$ cat src/rtl/ads8528_host_ctrl.sv
// Host-side controller for the ADS8528 parallel interface: config write, conversion
// start, BUSY handshake and an 8-word read frame streamed out with channel tags.
module ads8528_host_ctrl #(
  parameter int T_WRL        = 2,
  parameter int T_WRH        = 2,
  parameter int T_CONVST     = 2,
  parameter int T_RDL        = 3,
  parameter int T_RDH        = 2,
  parameter int BUSY_TIMEOUT = 1024,
  parameter int NUM_CH       = 8
) (
  input  logic        CLK,
  input  logic        RST,
  input  logic        cfg_start,
  input  logic [31:0] cfg_word,
  input  logic        conv_start,
  output logic        ready,
  output logic        cfg_done,
  output logic        CS_N,
  output logic        WR_N,
  output logic        RD_N,
  output logic        CONVST_A,
  output logic        CONVST_B,
  output logic        CONVST_C,
  output logic        CONVST_D,
  input  logic        BUSY,
  input  logic [15:0] DB_in,
  output logic [15:0] DB_out,
  output logic        DB_oe,
  output logic        sample_valid,
  output logic [15:0] sample_data,
  output logic [2:0]  sample_ch,
  output logic        frame_done,
  output logic        timeout_err
);

  localparam int MAX_T01 = (T_WRL > T_WRH) ? T_WRL : T_WRH;
  localparam int MAX_T23 = (T_CONVST > T_RDL) ? T_CONVST : T_RDL;
  localparam int MAX_T4  = (T_RDH > BUSY_TIMEOUT) ? T_RDH : BUSY_TIMEOUT;
  localparam int MAX_TA  = (MAX_T01 > MAX_T23) ? MAX_T01 : MAX_T23;
  localparam int MAX_T   = (MAX_TA > MAX_T4) ? MAX_TA : MAX_T4;
  localparam int CNT_W   = (MAX_T > 1) ? $clog2(MAX_T) : 1;
  localparam logic [2:0] LAST_CH = 3'(NUM_CH - 1);

  typedef enum logic [2:0] {
    IDLE, WR_LO, WR_HI, CV_HI, WB_HI, WB_LO, RD_LO, RD_HI
  } state_t;

  state_t           state_reg;
  logic [CNT_W-1:0] cnt_reg;
  logic [31:0]      cfg_reg;
  logic             w_reg;
  logic [2:0]       ch_reg;
  logic             busy_meta_reg;
  logic             busy_s_reg;
  logic             convst_reg;

  assign CONVST_A = convst_reg;
  assign CONVST_B = convst_reg;
  assign CONVST_C = convst_reg;
  assign CONVST_D = convst_reg;

  // BUSY comes straight from the ADC pin, so it is resynchronised before use.
  always_ff @(posedge CLK or posedge RST) begin
    if (RST) begin
      busy_meta_reg <= 1'b0;
      busy_s_reg    <= 1'b0;
    end else begin
      busy_meta_reg <= BUSY;
      busy_s_reg    <= busy_meta_reg;
    end
  end

  always_ff @(posedge CLK or posedge RST) begin
    if (RST) begin
      state_reg    <= IDLE;
      cnt_reg      <= '0;
      cfg_reg      <= '0;
      w_reg        <= 1'b0;
      ch_reg       <= '0;
      ready        <= 1'b1;
      cfg_done     <= 1'b0;
      CS_N         <= 1'b1;
      WR_N         <= 1'b1;
      RD_N         <= 1'b1;
      convst_reg   <= 1'b0;
      DB_out       <= '0;
      DB_oe        <= 1'b0;
      sample_valid <= 1'b0;
      sample_data  <= '0;
      sample_ch    <= '0;
      frame_done   <= 1'b0;
      timeout_err  <= 1'b0;
    end else begin
      cfg_done     <= 1'b0;
      sample_valid <= 1'b0;
      frame_done   <= 1'b0;
      timeout_err  <= 1'b0;
      case (state_reg)
        IDLE: begin
          if (cfg_start) begin
            cfg_reg   <= cfg_word;
            w_reg     <= 1'b0;
            cnt_reg   <= CNT_W'(T_WRL - 1);
            ready     <= 1'b0;
            CS_N      <= 1'b0;
            WR_N      <= 1'b0;
            DB_oe     <= 1'b1;
            DB_out    <= cfg_word[31:16];
            state_reg <= WR_LO;
          end else if (conv_start) begin
            cnt_reg    <= CNT_W'(T_CONVST - 1);
            ready      <= 1'b0;
            convst_reg <= 1'b1;
            state_reg  <= CV_HI;
          end
        end
        WR_LO: begin
          if (cnt_reg == '0) begin
            cnt_reg   <= CNT_W'(T_WRH - 1);
            WR_N      <= 1'b1;
            state_reg <= WR_HI;
          end else begin
            cnt_reg <= cnt_reg - CNT_W'(1);
          end
        end
        WR_HI: begin
          if (cnt_reg != '0) begin
            cnt_reg <= cnt_reg - CNT_W'(1);
          end else if (!w_reg) begin
            w_reg     <= 1'b1;
            cnt_reg   <= CNT_W'(T_WRL - 1);
            WR_N      <= 1'b0;
            DB_out    <= cfg_reg[15:0];
            state_reg <= WR_LO;
          end else begin
            cfg_done  <= 1'b1;
            ready     <= 1'b1;
            CS_N      <= 1'b1;
            DB_oe     <= 1'b0;
            state_reg <= IDLE;
          end
        end
        CV_HI: begin
          if (cnt_reg == '0) begin
            cnt_reg    <= CNT_W'(BUSY_TIMEOUT - 1);
            convst_reg <= 1'b0;
            state_reg  <= WB_HI;
          end else begin
            cnt_reg <= cnt_reg - CNT_W'(1);
          end
        end
        WB_HI: begin
          if (busy_s_reg) begin
            cnt_reg   <= CNT_W'(BUSY_TIMEOUT - 1);
            state_reg <= WB_LO;
          end else if (cnt_reg == '0) begin
            timeout_err <= 1'b1;
            ready       <= 1'b1;
            state_reg   <= IDLE;
          end else begin
            cnt_reg <= cnt_reg - CNT_W'(1);
          end
        end
        WB_LO: begin
          if (!busy_s_reg) begin
            ch_reg    <= '0;
            cnt_reg   <= CNT_W'(T_RDL - 1);
            CS_N      <= 1'b0;
            RD_N      <= 1'b0;
            state_reg <= RD_LO;
          end else if (cnt_reg == '0) begin
            timeout_err <= 1'b1;
            ready       <= 1'b1;
            state_reg   <= IDLE;
          end else begin
            cnt_reg <= cnt_reg - CNT_W'(1);
          end
        end
        RD_LO: begin
          // Capture on the final low cycle so the ADC output delay has elapsed.
          if (cnt_reg == '0) begin
            sample_data  <= DB_in;
            sample_ch    <= ch_reg;
            sample_valid <= 1'b1;
            frame_done   <= (ch_reg == LAST_CH);
            RD_N         <= 1'b1;
            cnt_reg      <= CNT_W'(T_RDH - 1);
            state_reg    <= RD_HI;
          end else begin
            cnt_reg <= cnt_reg - CNT_W'(1);
          end
        end
        RD_HI: begin
          if (cnt_reg != '0) begin
            cnt_reg <= cnt_reg - CNT_W'(1);
          end else if (ch_reg != LAST_CH) begin
            ch_reg    <= ch_reg + 3'd1;
            cnt_reg   <= CNT_W'(T_RDL - 1);
            RD_N      <= 1'b0;
            state_reg <= RD_LO;
          end else begin
            CS_N      <= 1'b1;
            ready     <= 1'b1;
            state_reg <= IDLE;
          end
        end
        default: state_reg <= IDLE;
      endcase
    end
  end

endmodule

$ cat config.mk
export PLATFORM = sky130hd
export DESIGN_NAME = ads8528_host_ctrl
export DESIGN_NICKNAME = d
export VERILOG_FILES = /design/src/rtl/ads8528_host_ctrl.sv
export SDC_FILE = /design/constraint.sdc
export NUM_CORES = 1
export LEC_CHECK = 0
export ABC_CLOCK_PERIOD_IN_PS = 4300
export CORE_ASPECT_RATIO = 1.25
export CORE_MARGIN = 3
export CORE_UTILIZATION = 53
export CTS_CLUSTER_DIAMETER = 40
export DETAILED_ROUTE_END_ITERATION = 10
export PLACE_DENSITY_LB_ADDON = 0.15
export SLEW_MARGIN = 0
export SYNTH_ARGS = -nofsm -noshare
export SYNTH_HDL_FRONTEND = slang
export SYNTH_SLANG_ARGS = --single-unit
$ cat constraint.sdc
create_clock -name CLK -period 4.3 [get_ports CLK]
set_clock_uncertainty 0.05 [all_clocks]
set_input_delay 0.645 -clock CLK [delete_from_list [all_inputs] [get_ports CLK]]
set_output_delay 0.645 -clock CLK [all_outputs]
set_load 0.02 [all_outputs]
==> results.cfg <==
[finish]
area_growth_pct = 30.9
final_cell_mix = clkdlybuf4s50_1, dfrtp_1, a21oi_1
drive_gt1_share_pct = 16.2
antennaDiodeCount = 0
final_common_cell = clkdlybuf4s50_1
nets = 516

[power_and_ir_drop]
cellPowerDensity_nw_per_um2 = 273
ir_drop_mv = 0.211
leakage_uw = 0.00227

[synthesis]
synth-seq-area-share_pct = 50.3
syn-cell-area_um2 = 3990
async_reset_ff_share_pct = 100
synth-edff-count = 0
syn_nets = 429
yosys_warnings = 0
synthCells = 371
yosys_most_used_dff = dfrtp_1
synth-seq-cells = 80
synthDistinctLibCells = 55
syn_avg_cell_area_um2 = 10.8

[critical_path]
crit_path_max_fanout = 16
setup.worst_path.class = reg -> reg
critical_path.most_common_cell = ha_1
end_kind = flop
critPathRequiredTime_ns = 4.48
critPathLaunchType = flop
arrival_ns = 3.12
cp_cell_sequence = inv_1, ha_1, or4b_4, nor3_4, buf_4, inv_2, ha_1, a21oi_1, nor2_1, o221ai_1, mux2_2
crit_slowest_cell = or4b_4
max_stage_delay_ns = 0.52

[sta]
period_minus_slack_ns = 2.94
slew_violations = 0
fmax_mhz = 341
slew-limit-headroom_pct = 30.8
hold_viol = 0
finalSetupTns_ns = 0
period_share_pct = 68.3
worstMarginPinSlew_ns = 1.04
timing.final.ws_setup_ns = 1.36
setup_viol = 0
rsz0062_at_grt = false

[global_routing]
grt_max_degree = 61
antenna_found_initial = 0
grt_pass1_wl_mm = 15.3
grt-ovfl-total = 0
grt_usage_pct = 22.1
grt_pass1_vias = 3197

[routing]
drcViolationCount = 0
wire_per_inst_um = 16.9
post_drt_via_cell_ratio = 5.81
drtIter0Drc = 190
vias = 3206
first_pass_iters = 5
antenna_left = 0
routed_wl_mm = 9.33

[cts]
postCtsHoldBufs = 0
post_cts_buffers = 0
cts_tree = built
htree_levels = 3
clk_pin_slew_ns = 0.07
cts_buffer_depth = 2
numCtsBuffers = 9
cts_resized = 0
clkLatencyLatePin_ns = 0.35
cts_sinks = 80
cts-root-buf = clkbuf_8

[floorplan]
dieArea_um2 = 8620
initial_utilization_pct = 55.9
die_w_um = 83.6
fp-row-count = 34
io_pins = 101
core-area_um2 = 7150
die_height_um = 103

[status]
status = finished clean

[place]
port_buffers = 100
gp_congestion = 0.880
detailed_place_hpwl_mm = 6.58
post-place-ws_ns = 1.42

[worst_hold_path]
min_path_type = reg -> reg

[flow_run]
cap_violations = 0
-- area by class of cell --
class                      count  area [µm²]
tap                           90         113
sequential                    80        2010
clock inverter                 5        81.3
multi-input combinational    249        1810
fill                         533        1920
inverter                      13        50.0
clock buffer                  10         128
timing repair buffer         105        1040
-- where the power goes --
group | switching (µW) | internal [µW]
Sequential | 1.50 | 753
Combinational | 30.7 | 46.5
Clock | 273 | 325
-- cell usage after synthesis (all sizes together) (3+ instances only) --
cell type	instances	area share [%]
dfstp	4	2.6
o21ai	13	1.6
buf	16	2.1
nand2b	5	0.78
nor3	11	1.7
o22ai	6	1.1
nand3	4	0.50
nor2	24	2.3
clkbuf	13	1.2
mux2	40	11
dfrtp	76	48
inv	13	1.2
o221ai	3	0.66
nand2	16	1.5
a31oi	18	2.8
and2	4	0.63
ha	5	1.6
o21a	4	0.75
a21oi	41	5.1
xor2	3	0.66
nor4	3	0.47
mux2i	19	4.8
-- path summary, 6_finish.rpt --
check                      cells after the start        endpoint  slack (ns)          start
max in group asynchronous                      3    state_reg[1]        2.55            RST
setup reg to reg                              11      cnt_reg[0]        1.36     cnt_reg[0]
hold / removal                                 0      busy_s_reg        0.32  busy_meta_reg
setup / recovery                              11      cnt_reg[0]        1.36     cnt_reg[0]
hold reg to reg                                0      busy_s_reg        0.32  busy_meta_reg
min in group asynchronous                      2  sample_data[4]        0.79            RST
-- metrics by stage --
stage	total power, µW	utilization [%]	cells	cell area [µm²]	hold slack, ns
after floorplan	792	-	371	3990	0.281
after global placement	846	70.2	537	5020	0.285
after detailed placement	847	70.2	537	5020	0.308
after CTS	1440	73.1	552	5230	0.324
after global routing	1480	73.1	552	5230	0.329
final	1430	73.1	552	5230	0.321
-- logic make-up (layout without fill, tap and decap cells) --
kind of cell	after synthesis	in the layout	share of synthesized area, %
DFF	80	80	50.3
muxes	59	59	16.0
buffers and inverters	42	133	4.54
xor gates and xnor gates	5	5	1.10
AOI/OAI and AO/OA	98	98	15.4
adders and majority gates	6	6	1.82
and+or+nand+nor	81	81	10.9
-- critical path: cells and delay by family, from the launching register on --
family	cells	cell delay, ns
compound gates	2	0.20
fa+ha+maj	2	0.55
buf+inv	3	0.48
flops	1	0.42
mux	1	0.32
simple gates	3	0.80
-- per-layer routing --
metal	track usage [%]	part of all wire [%]	vias to the layer above
met5	0	0	-
met1	27.1	40	1586
met2	36.7	52	90
met3	5.84	5.5	18
li1	-	-	1512
met4	10.3	2.1	0
(Power assumes the default switching activity.)
